File: config.mk
export PLATFORM = sky130hd
export DESIGN_NAME = pulse_gen
export DESIGN_NICKNAME = d
export VERILOG_FILES = /design/src/rtl/pulse_gen.sv
export SDC_FILE = /design/constraint.sdc
export NUM_CORES = 1
export LEC_CHECK = 0
export CAP_MARGIN = 20
export CORE_MARGIN = 5
export CORE_UTILIZATION = 56
export CTS_BUF_LIST = sky130_fd_sc_hd__clkbuf_8
export CTS_CLUSTER_DIAMETER = 60
export CTS_CLUSTER_SIZE = 16
export DETAILED_ROUTE_END_ITERATION = 8
export GPL_ROUTABILITY_DRIVEN = 0
export HOLD_SLACK_MARGIN = 0.06
export PLACE_DENSITY = 0.82
export SYNTH_ARGS = -nofsm -noshare
export SYNTH_HDL_FRONTEND = slang
export SYNTH_SLANG_ARGS = --single-unit
File: constraint.sdc
create_clock -name clk -period 3.3 [get_ports clk]
set_input_delay 0.495 -clock clk [delete_from_list [all_inputs] [get_ports clk]]
set_output_delay 0.495 -clock clk [all_outputs]
set_load 0.005 [all_outputs]
File: src/rtl/pulse_gen.sv
// pulse_gen: programmable pulse-train generator on the ALU command bus.
// Generates high/low phases of programmable length for a programmable
// number of pulses (0 = continuous), and reports status through the
// result-mux inputs when the OUT opcode is decoded.
module pulse_gen (
    input  logic       clk,
    input  logic       rst_n,
    input  logic [7:0] dr0,
    input  logic [7:0] dr1,
    input  logic [7:0] cr,
    output logic       pulse_out,
    output logic [7:0] pulse_result,
    output logic [7:0] pulse_addition
);

    // Opcodes shared with the rest of the ALU command decoder.
    localparam logic [7:0] ALU_PULSE_SET   = 8'h40;
    localparam logic [7:0] ALU_PULSE_COUNT = 8'h41;
    localparam logic [7:0] ALU_PULSE_START = 8'h42;
    localparam logic [7:0] ALU_PULSE_STOP  = 8'h43;
    localparam logic [7:0] ALU_PULSE_OUT   = 8'h44;

    typedef enum logic [1:0] {
        ST_IDLE = 2'b00,
        ST_HIGH = 2'b01,
        ST_LOW  = 2'b10,
        ST_BAD  = 2'b11
    } state_t;

    // A programmed length of 0 behaves as a 1-cycle phase.
    function automatic logic [7:0] eff_len(input logic [7:0] len);
        eff_len = (len == 8'd0) ? 8'd1 : len;
    endfunction

    state_t     state_r,    state_s;
    logic [7:0] high_r,     high_s;
    logic [7:0] low_r,      low_s;
    logic [7:0] num_r,      num_s;
    logic [7:0] remain_r,   remain_s;
    logic [7:0] phase_r,    phase_s;
    logic       done_r,     done_s;
    logic       start_d_r,  start_d_s;
    logic       pulse_r,    pulse_s;

    logic       is_start_s;
    logic       start_s;
    logic       is_stop_s;
    logic       is_out_s;
    logic       busy_s;

    assign is_start_s = (cr == ALU_PULSE_START);
    // Edge-detect START so a command held on the bus acts only once.
    assign start_s    = is_start_s && !start_d_r;
    assign is_stop_s  = (cr == ALU_PULSE_STOP);
    assign is_out_s   = (cr == ALU_PULSE_OUT);
    assign busy_s     = (state_r != ST_IDLE);

    // Next-state and next-register computation: start > stop > sequencing.
    always_comb begin
        state_s   = state_r;
        high_s    = high_r;
        low_s     = low_r;
        num_s     = num_r;
        remain_s  = remain_r;
        phase_s   = phase_r;
        done_s    = done_r;
        pulse_s   = pulse_r;
        start_d_s = is_start_s;

        if (cr == ALU_PULSE_SET) begin
            high_s = dr0;
            low_s  = dr1;
        end else if (cr == ALU_PULSE_COUNT) begin
            num_s = dr0;
        end else begin
            high_s = high_r;
        end

        if (start_s) begin
            state_s  = ST_HIGH;
            pulse_s  = 1'b1;
            phase_s  = eff_len(high_r) - 8'd1;
            remain_s = num_r;
            done_s   = 1'b0;
        end else if (is_stop_s) begin
            state_s = ST_IDLE;
            pulse_s = 1'b0;
            done_s  = 1'b0;
        end else begin
            case (state_r)
                ST_IDLE: begin
                    state_s = ST_IDLE;
                end
                ST_HIGH: begin
                    if (phase_r != 8'd0) begin
                        phase_s = phase_r - 8'd1;
                    end else begin
                        state_s = ST_LOW;
                        pulse_s = 1'b0;
                        phase_s = eff_len(low_r) - 8'd1;
                    end
                end
                ST_LOW: begin
                    if (phase_r != 8'd0) begin
                        phase_s = phase_r - 8'd1;
                    end else if ((num_r != 8'd0) && (remain_r == 8'd1)) begin
                        state_s  = ST_IDLE;
                        remain_s = 8'd0;
                        done_s   = 1'b1;
                    end else begin
                        state_s = ST_HIGH;
                        pulse_s = 1'b1;
                        phase_s = eff_len(high_r) - 8'd1;
                        // Guarded so a COUNT rewritten mid-train cannot wrap.
                        if ((num_r != 8'd0) && (remain_r != 8'd0)) begin
                            remain_s = remain_r - 8'd1;
                        end else begin
                            remain_s = remain_r;
                        end
                    end
                end
                default: begin
                    state_s = ST_IDLE;
                    pulse_s = 1'b0;
                end
            endcase
        end
    end

    // State and datapath registers; reset clears everything asynchronously.
    always_ff @(posedge clk or negedge rst_n) begin
        if (!rst_n) begin
            state_r   <= ST_IDLE;
            high_r    <= 8'd0;
            low_r     <= 8'd0;
            num_r     <= 8'd0;
            remain_r  <= 8'd0;
            phase_r   <= 8'd0;
            done_r    <= 1'b0;
            start_d_r <= 1'b0;
            pulse_r   <= 1'b0;
        end else begin
            state_r   <= state_s;
            high_r    <= high_s;
            low_r     <= low_s;
            num_r     <= num_s;
            remain_r  <= remain_s;
            phase_r   <= phase_s;
            done_r    <= done_s;
            start_d_r <= start_d_s;
            pulse_r   <= pulse_s;
        end
    end

    assign pulse_out = pulse_r;

    // Status readback only while OUT is on the bus, zero otherwise.
    always_comb begin
        if (is_out_s) begin
            pulse_result   = remain_r;
            pulse_addition = {6'h00, busy_s, done_r};
        end else begin
            pulse_result   = 8'h00;
            pulse_addition = 8'h00;
        end
    end

endmodule

==> key figures <==
Floorplanning
  – Top Ports: 43
  – Initial Util: 0.574
  – Core area: 5110 µm²
  – Die ar.: 6780 µm²
  – Row cnt: 26
  – Die Span Y: 82.4 µm
  – Width of the die: 82.4 µm

Route
  – Wire length per cell: 17.3 µm
  – Vias/cell: 6.13
  – Drt first pass iters: 4
  – Drt initial violations: 190
  – ANT nets after route: 0
  – Vias: 2544
  – # DRC: 0
  – Routed WL: 7.20 mm

Timing
  – Post-route setup TNS: 0 ps
  – Slew margin rel.: 0.542
  – Hold Fails Final Rpt: 0
  – Final hold slack: 508 ps
  – Fin crit period: 3100 ps
  – Final period utilization: 0.941
  – Tightest Pin Transition: 682 ps
  – Final Setup Violations: 0
  – Final Max Tran Viols: 0
  – Fmax: 0.322 GHz
  – Clock skew: 4.32 ps
  – RSZ-0062 raised after global routing: no

GRT
  – Pin count of the biggest net entering global routing: 46
  – First-pass GRT wire length: 11.7 mm
  – Vias in the first global route: 2389
  – Grt ovf: 0
  – GRT Total Usage: 0.225
  – Initial antenna violation count: 0

Yosys
  – YS warnings: 0
  – Yosys cell types: 66
  – Seq/Total Area, Yosys: 0.384
  – Post-synth EDFFs: 0
  – Synthesized area per cell: 9.87 µm²
  – Synth Flop Type: dfrtp_1
  – Synthesized flop and latch total: 45
  – Synth Instances: 297
  – Mapped Area: 2930 µm²
  – Post-synth ARST share: 1.00

Clock network
  – CTS buffer count: 5
  – Worst skew pair latency: 300 ps
  – Clk sinks: 45
  – Max Root-Sink Buffers: 2
  – Clock transition at path regs: 90 ps
  – Root Driver: clkbuf_8
  – CTS tree: yes
  – CTS H-tree lvls: 2

Cells and area
  – Commonest non-fill, non-tap cells in the layout: dfrtp_1, clkdlybuf4s50_1, mux2_2
  – # nets final: 376
  – P&R area growth vs syn: 22.1%
  – Most common cell after layout, fill and taps aside: dfrtp_1
  – Ant diodes: 0
  – Layout cells sized above 1: 0.191

Flow run
  – Maxcap violations: 0

Placement
  – DP HPWL: 5.24 mm
  – Port bufs: 36

Worst setup path
  – Critical Path Max Stage Delay: 500 ps
  – Startpoint types: input port
  – CP Max Fanout: 10
  – CP Capture Type: output pin
  – Crit path buf inv count: 3
  – CP max stage cell: clkdlybuf4s50_1
  – CP cell instances: clkdlybuf4s50_1 -> nor3_1 -> nand2_1 -> nor4b_1 -> buf_4 -> and2_1 -> clkdlybuf4s50_1
  – Worst EP required: 2800 ps
  – Crit path DAT: 2610 ps
  – Most used cell, CP: clkdlybuf4s50_1
  – Critical path type: in2out
  – Worst path top cell family by delay: buffers and inverters

Power
  – P_leak: 1.48 nW
  – PwrDens: 479 nW/µm²
  – Pwr Total: 1.71 mW
  – VDD IR-drop max: 0.387 mV

Status
  – Run status: finished, final reports clean

Worst hold path
  – Hold WC Path Type: reg2reg
-- state kept, by name (all words and copies together) (netlist names) --
signal,count
state_r,2
remain_r,8
start_d_r,1
done_r,1
low_r,8
num_r,8
pulse_out,1
high_r,8
phase_r,8
-- worst paths after layout --
path,from,cells past startpoint,slack [ps],endpoint
worst max-delay path,cr[5],7,200,pulse_addition[0]
worst min-delay path,done_r,2,510,done_r
worst max register to register,phase_r[0],7,600,phase_r[3]
worst min register to register,done_r,2,510,done_r
max in group asynchronous,rst_n,3,2260,done_r
min in group asynchronous,rst_n,2,580,low_r[0]
-- cell families after synthesis --
logic type	after synthesis	synth area share
AOI/OAI and AO/OA	76	0.181
xor gates and xnor gates	8	0.0239
adders and majority gates	6	0.0256
buffers and inverters	29	0.0512
DFF	45	0.384
muxes	31	0.120
other	1	0.00128
and+or+nand+nor	101	0.212
-- power by group --
part	leakage (nW)	internal, mW	switching (mW)
Sequential	0.556	0.626	0.101
Combinational	0.850	0.245	0.233
Clock	0.0687	0.305	0.204
Total	1.48	1.18	0.537
-- metrics by stage --
step | util | setup slack (ps) | area (µm²) | std cells
after CTS | 0.695 | 192 | 3550 | 413
after global routing | 0.701 | 30.6 | 3580 | 415
final | 0.701 | 196 | 3580 | 415
after detailed placement | 0.668 | 200 | 3410 | 405
after global placement | 0.668 | 292 | 3410 | 405
after floorplan | - | 950 | 2950 | 302
-- cell type report --
| class | count | area (µm²) |
|---|---|---|
| repair buffers | 50 | 488 |
| clock inverters | 3 | 68.8 |
| multi-input cells | 228 | 1690 |
| inverters | 14 | 52.6 |
| clock buffers | 5 | 68.8 |
| flip-flops and latches | 45 | 1130 |
| well taps | 70 | 87.6 |
| fillers | 399 | 1530 |
-- worst register-to-register path: stages (launching register included) --
cell     delay, ps
dfrtp_1        430
inv_1          120
ha_1           170
or4b_2         700
nor3_1         610
a32oi_1        210
o22ai_1        250
mux2i_1        100
-- cells in the mapped netlist (all sizes together), types with 5 or more instances --
cell type | count | area [µm²]
inv | 14 | 52.6
dfrtp | 45 | 1130
buf | 11 | 82.6
nor4 | 12 | 87.6
nor3 | 22 | 115
or4 | 5 | 41.3
xnor2 | 6 | 52.6
ha | 6 | 75.1
nand2b | 5 | 31.3
and2 | 10 | 63.8
nand2 | 10 | 37.5
a21oi | 12 | 60.1
mux2 | 25 | 293
or3 | 5 | 31.3
mux2i | 6 | 60.1
nor2 | 11 | 48.8
o21ai | 19 | 95.1
-- repair_timing --
action                     CTS  global route
hold buffers                 0             1
setup endpoints to repair    0             0
gates resized for setup      0             0
buffers inserted             0             0
hold endpoints to repair     0             7
-- routing by layer --
layer,routed length [µm],global-route usage,vias up
li1,-,-,1205
met1,3180,0.295,1232
met2,3430,0.376,89
met3,438,0.0412,18
met4,150,0.0681,0
met5,0,0,-
No activity file was read; power rests on OpenSTA's default activity.
